--- src/rtl/ttl_gate_array_filtered.sv ---
// ttl_gate_array_filtered: BLOCKS independent WIDTH_IN-input gates (AND/NAND/OR/NOR
// selected by Mode). Each gate output is debounced by a persistence counter before it
// reaches Y.
// Optional feature: define TTL_GATE_FILTER_BYPASS_EN to add the Bypass input.
// Ports:
//   Clk        rising-edge clock
//   Clear_bar  asynchronous active-low reset (Y, Changed and all counters to 0)
//   Enable     filter advance enable
//   Mode       00 AND, 01 NAND, 10 OR, 11 NOR (shared by all blocks)
//   A_2D       block i inputs at A_2D[i*WIDTH_IN +: WIDTH_IN]
//   Bypass     (optional) 1 = Y follows raw gate value, Changed held 0
//   Y          filtered gate outputs
//   Changed    one-cycle pulse on the edge where Y[i] updated
module ttl_gate_array_filtered #(
  parameter int unsigned BLOCKS     = 5,
  parameter int unsigned WIDTH_IN   = 3,
  parameter int unsigned FILTER     = 3,
  parameter int unsigned DELAY_RISE = 0,
  parameter int unsigned DELAY_FALL = 0
) (
  input  logic                         Clk,
  input  logic                         Clear_bar,
  input  logic                         Enable,
  input  logic [1:0]                   Mode,
  input  logic [BLOCKS*WIDTH_IN-1:0]   A_2D,
`ifdef TTL_GATE_FILTER_BYPASS_EN
  input  logic                         Bypass,
`endif
  output logic [BLOCKS-1:0]            Y,
  output logic [BLOCKS-1:0]            Changed
);

  localparam int unsigned CNT_W = $clog2(FILTER + 1);

  logic [BLOCKS-1:0]            raw_c;
  logic [BLOCKS-1:0]            y_q, y_d;
  logic [BLOCKS-1:0]            chg_q, chg_d;
  logic [BLOCKS-1:0][CNT_W-1:0] cnt_q, cnt_d;
  logic [BLOCKS-1:0]            y_src;
  logic [BLOCKS-1:0]            chg_src;

  // Raw gate values; reduction operators give x only when no dominating bit is present.
  always_comb begin
    raw_c = '0;
    for (int i = 0; i < BLOCKS; i++) begin
      raw_c[i] = &A_2D[i*WIDTH_IN +: WIDTH_IN];
      case (Mode)
        2'b00:   raw_c[i] =  (&A_2D[i*WIDTH_IN +: WIDTH_IN]);
        2'b01:   raw_c[i] = ~(&A_2D[i*WIDTH_IN +: WIDTH_IN]);
        2'b10:   raw_c[i] =  (|A_2D[i*WIDTH_IN +: WIDTH_IN]);
        2'b11:   raw_c[i] = ~(|A_2D[i*WIDTH_IN +: WIDTH_IN]);
        default: raw_c[i] = &A_2D[i*WIDTH_IN +: WIDTH_IN];
      endcase
    end
  end

  // Per-block persistence filter next state.
  always_comb begin
    y_d   = y_q;
    chg_d = '0;
    cnt_d = cnt_q;
    for (int i = 0; i < BLOCKS; i++) begin
`ifdef TTL_GATE_FILTER_BYPASS_EN
      // Track raw every edge so leaving bypass causes no output step.
      if (Bypass) begin
        y_d[i]   = raw_c[i];
        cnt_d[i] = '0;
      end else
`endif
      if (Enable) begin
        if (raw_c[i] == y_q[i]) begin
          cnt_d[i] = '0;
        end else if (raw_c[i] != y_q[i]) begin
          if (cnt_q[i] == CNT_W'(FILTER - 1)) begin
            y_d[i]   = raw_c[i];
            cnt_d[i] = '0;
            chg_d[i] = 1'b1;
          end else begin
            cnt_d[i] = cnt_q[i] + CNT_W'(1);
          end
        end else begin
          // Unknown raw value: never commit it, restart persistence.
          cnt_d[i] = '0;
        end
      end
    end
  end

  // State registers.
  always_ff @(posedge Clk or negedge Clear_bar) begin
    if (!Clear_bar) begin
      y_q   <= '0;
      chg_q <= '0;
      cnt_q <= '0;
    end else begin
      y_q   <= y_d;
      chg_q <= chg_d;
      cnt_q <= cnt_d;
    end
  end

`ifdef TTL_GATE_FILTER_BYPASS_EN
  assign y_src   = Bypass ? raw_c : y_q;
  assign chg_src = Bypass ? '0 : chg_q;
`else
  assign y_src   = y_q;
  assign chg_src = chg_q;
`endif

  // Output delay stage: distinct rise/fall delays built from two single-delay copies.
  // AND of the copies makes a rise wait for the longer path, OR makes a fall wait.
  if (DELAY_RISE == 0 && DELAY_FALL == 0) begin : g_nodly
    assign Y       = y_src;
    assign Changed = chg_src;
  end else begin : g_dly
    logic [BLOCKS-1:0] y_r, y_f, c_r, c_f;
    assign #(DELAY_RISE) y_r = y_src;
    assign #(DELAY_FALL) y_f = y_src;
    assign #(DELAY_RISE) c_r = chg_src;
    assign #(DELAY_FALL) c_f = chg_src;
    if (DELAY_RISE >= DELAY_FALL) begin : g_rise_long
      assign Y       = y_r & y_f;
      assign Changed = c_r & c_f;
    end else begin : g_fall_long
      assign Y       = y_r | y_f;
      assign Changed = c_r | c_f;
    end
  end

endmodule

--- config.mk ---
export PLATFORM = sky130hd
export DESIGN_NAME = ttl_gate_array_filtered
export DESIGN_NICKNAME = d
export VERILOG_FILES = /design/src/rtl/ttl_gate_array_filtered.sv
export SDC_FILE = /design/constraint.sdc
export NUM_CORES = 1
export LEC_CHECK = 0
export CORE_MARGIN = 4
export CORE_UTILIZATION = 46
export CTS_CLUSTER_SIZE = 14
export DETAILED_ROUTE_END_ITERATION = 6
export PLACE_DENSITY = 0.78
export SYNTH_ARGS = -nofsm -noshare
export SYNTH_HDL_FRONTEND = slang
export SYNTH_SLANG_ARGS = --single-unit
export TNS_END_PERCENT = 50
--- constraint.sdc ---
create_clock -name Clk -period 1.3 [get_ports Clk]
set_input_delay 0.26 -clock Clk [delete_from_list [all_inputs] [get_ports Clk]]
set_output_delay 0.26 -clock Clk [all_outputs]
set_load 0.02 [all_outputs]
# == Word level (Yosys, flattened, before mapping) ==
# Index checks and enable logic that the tools add are counted.
# op_classes
add_sub_neg,5
bitwise,15
muxes,40
eq_ne,18
reduce_logical,16
# ops
op,count
$mux 2,15
$mux 1,20
$pmux 1 s4,5
$reduce_and 4->1,5
$not 1->1,15
$reduce_and 3->1,5
$reduce_or 3->1,5
$eq 2x2->1 const B,7
$add 2x1->2 const B,5
$eq 1x1->1,5
$ne 1x1->1,5
$eq 2x1->1 const B,1
$logic_not 2->1,1
# word_totals
word_cells,105
input_bits,20
ff_bits,20
out_inout_bits,10

# == Depth between registers and ports, before layout ==
# logic_depth
depth_word,7
ltp_mapped,5
depth_no_buf,4

# == Worst setup path after synthesis ==
# Ideal clock, no wire load.
# synth_timing
kind,register -> register
startpoint,register y_q[0] (netlist: Y[0])
endpoint,register cnt_q[0] (netlist bit)
t_required_ps,1165
path_stages_with_launch,4
path_buffers,0
arrival_ps,925
setup_ps,135
period_less_slack_ps,1060
path_slack_ps,240
cell_sequence,dfrtp_1 -> xnor2_1 -> xnor2_1 -> o22ai_1
# synth_via
elab_chain_len,3
elab_cells_between_ends,4
cone_classes,eq/ne: 2; mux: 2
# synth_rtl
item,line,source
"start, declared",36,"logic [BLOCKS-1:0] y_q, y_d;"
"start signal, assigned",96,y_q <= y_d;
$ne 1x1->1,73,end else if (raw_c[i] != y_q[i]) begin
$mux 2,73,
$mux 2 *,71,if (raw_c[i] == y_q[i]) begin
"end signal, assigned",98,cnt_q <= cnt_d;
"end, declared",38,"logic [BLOCKS-1:0][CNT_W-1:0] cnt_q, cnt_d;"
# Mark *: on every way between the ends. The rest lies on a longest branch, timed or not.
# A chain may end at the register's enable or synchronous reset.

# == Worst setup path after layout ==
# layout_timing
startpoint,register chg_q[2] (netlist: Changed[2])
endpoint,output Changed[2]
# layout_rtl
item,line,source
"start, declared",37,"logic [BLOCKS-1:0] chg_q, chg_d;"
"start signal, assigned",97,chg_q <= chg_d;
"end, declared",30,output logic [BLOCKS-1:0] Changed
# No word-level cell between the ends.

==> impl_metrics.tcl <==
set metrics [dict create \
    post_cts_buffers 0 \
    wirelength_um 2380 \
    remaining_drc_errors 0 \
    path_buf_inv 1 \
    crit_required_ps 1040 \
    area_growth_pct 44.7 \
    grt-ovfl-total 0 \
    dp_hpwl_um 1730 \
    grt_max_degree 23 \
    htreeDepth 1 \
    p_per_area_nw_per_um2 1730 \
    min_period_ps 1270 \
    critical_path.slowest_cell "dfrtp_1" \
    dieHeight_um 55.1 \
    end_kind "output port" \
    vias_per_cell 5.38 \
    post-place-ws_ps -326 \
    cts_hold_buf 0 \
    coreArea_sq_um 2040 \
    drt-wirelength-per-cell_um 14.0 \
    syn-cell-area_sq_um 1020 \
    power.leakage_nw 0.684 \
    setup_tns_ps 0 \
    outcome "finished, final reports clean" \
    grt_pass1_vias 956 \
    clock-skew-final_ps 5.13 \
    timing.final.ws_setup_ps 35.0 \
    grt_pass1_wl_um 3880 \
    fp-row-count 16 \
    ir_drop_v 0.00122 \
    hp-class "in2async" \
    crit_type "reg2out" \
    cts_num_sinks 20 \
    synth-seq-cells 20 \
    layout.cells.non_filler 170 \
    mostFrequentLayoutCells "20 x dfrtp_1, 19 x clkdlybuf4s50_1, 15 x nand3_1" \
    max_freq_mhz 790 \
    maxSlewHeadroom_pct 80.5 \
    cts-buffers-inserted 3 \
    drt_first_pass_iters 4 \
    vias 915 \
    dp_cells 166 \
    synth_fp_nets 125 \
    setup_viol 0 \
    initial_core_util_pct 49.9 \
    holdWs_ps 269 \
    final_antenna_net_count 0 \
    avgSynthCellArea_sq_um 9.71 \
    crit_family "flip-flops" \
    slew_violations 0 \
    worstSkewPairLatency_ps 310 \
    drive_above_1_share_pct 20.3 \
    max_cap_violations 0 \
    clk_pin_slew_worst_paths_ps 130 \
    cp_cell_sequence "dlygate4sd2_1" \
    cts_root_buf "clkbuf_4" \
    startpoint_type "flip-flop" \
    gp_congestion 0.767 \
    synth.yosys.warnings 0 \
    worstMarginPinSlew_ps 290 \
    fin_crit_sh_pct 97.3 \
    yosysTopAreaCell "dfrtp_1" \
    io_buffers 29 \
    ios 30 \
    antenna_found_initial 0 \
    die_w_um 55.1 \
    path_max_fanout 1 \
    ys_seq_area_share_pct 49.1 \
    final_common_cell "dfrtp_1" \
    track_usage_pct 18.4 \
    drt_iter0_markers 9 \
    synth_cells 105 \
    rsz0062_at_grt "false" \
    cts_tree "yes" \
    die_area_sq_um 3030 \
    netlist_top_cells_area "dfrtp_1 49%, xnor2_1 8.6%, nand3_1 7.4%" \
    diodes 0 \
    yosys.area.top_type_share_pct 49.1 \
    fin_nets 164 \
    max-clock-path-buffers 2 \
    cp_slowest_stage_delay_ps 380 \
    netlist-cell-type-count 16 \
    cp_data_arrival_time_ps 1010 \
    finalHoldViolCount 0 \
]
## worst register-to-register path: cells and delay by family, from the launching register on
kind,cells,cell delay (ps)
xor gates and xnor gates,2,430
DFF,1,400
buffers and inverters,1,140
AOI/OAI and AO/OA,1,110
## metal layers
metal	part of all wire [%]	GRT usage (%)	up-vias
met5	0	0	-
met4	2.1	11.3	0
met3	4.6	2.95	6
met2	55	33.5	27
met1	38	19.6	447
li1	-	-	435
## stage by stage
step	cell area, sq um	power [mW]	util [%]
3_5_place_dp	1400	2.02	68.6
2_1_floorplan	1020	1.60	-
6_report	1480	2.56	72.2
4_1_cts	1450	2.52	71.1
5_1_grt	1480	2.72	72.2
3_3_place_gp	1400	1.96	68.6
## Yosys cell counts
| cell type | instances |
|---|---|
| buf_4 | 1 |
| nand3_1 | 15 |
| xor2_1 | 5 |
| o21ai_2 | 5 |
| nand2_1 | 5 |
| clkbuf_2 | 1 |
| clkbuf_1 | 2 |
| inv_1 | 10 |
| buf_6 | 1 |
| o21ai_0 | 5 |
| o21a_1 | 5 |
| o22ai_1 | 10 |
| xnor2_1 | 10 |
| a21o_1 | 5 |
| nor2_1 | 5 |
| dfrtp_1 | 20 |
## report_power, final
part           internal [mW]  switching, mW  total (mW)  leakage (nW)
Combinational          0.499          0.582        1.08         0.392
Sequential             0.827          0.121       0.948         0.264
Clock                  0.312          0.218       0.529        0.0279
Total                   1.64          0.920        2.56         0.684
## what timing repair did
| action | CTS | global route |
|---|---|---|
| endpoints found under the hold margin | 0 | 0 |
| pin swaps | 0 | 0 |
| gates resized for setup | 19 | 11 |
| setup endpoints to repair | 10 | 16 |
## sequential cells by signal, summed over array words and instances, names as in the netlist
name,count
Changed,5
cnt_q,10
Y,5
## logic make-up (layout without fill, tap and decap cells)
logic type	Yosys count	after routing	synth area share, %
AND/OR/NAND/NOR	25	25	11.0
XOR/XNOR	15	15	12.9
buffers and inverters	15	53	6.75
AO/OA/AOI/OAI	30	30	20.2
flip-flops	20	20	49.1
## cell type report
type                            instances  area [sq um]
Timing Repair Buffer                   39           355
Clock buffer                            3          22.5
Multi-Input combinational cell         70           495
Inverter                               10          37.5
Tap cell                               27          33.8
Fill cell                             158           567
Clock inverter                          1          30.0
Sequential cell                        20           500
## final timing paths
check / start / end / slack, ps / cells after the start
min in group Clk: Y[3]$_DFFE_PN0P_ / Y[3]$_DFFE_PN0P_ / 540 / 2
worst max-delay path: Changed[2]$_DFF_PN0_ / Changed[2] / 30 / 1
max in group asynchronous: Clear_bar / Changed[3]$_DFF_PN0_ / 820 / 2
worst min register to register: Y[3]$_DFFE_PN0P_ / Y[3]$_DFFE_PN0P_ / 540 / 2
worst min-delay path: Clear_bar / cnt_q[0]$_DFFE_PN0P_ / 270 / 2
worst max register to register: Y[4]$_DFFE_PN0P_ / cnt_q[9]$_DFFE_PN0P_ / 120 / 4
No activity file was read; power rests on OpenSTA's default activity.
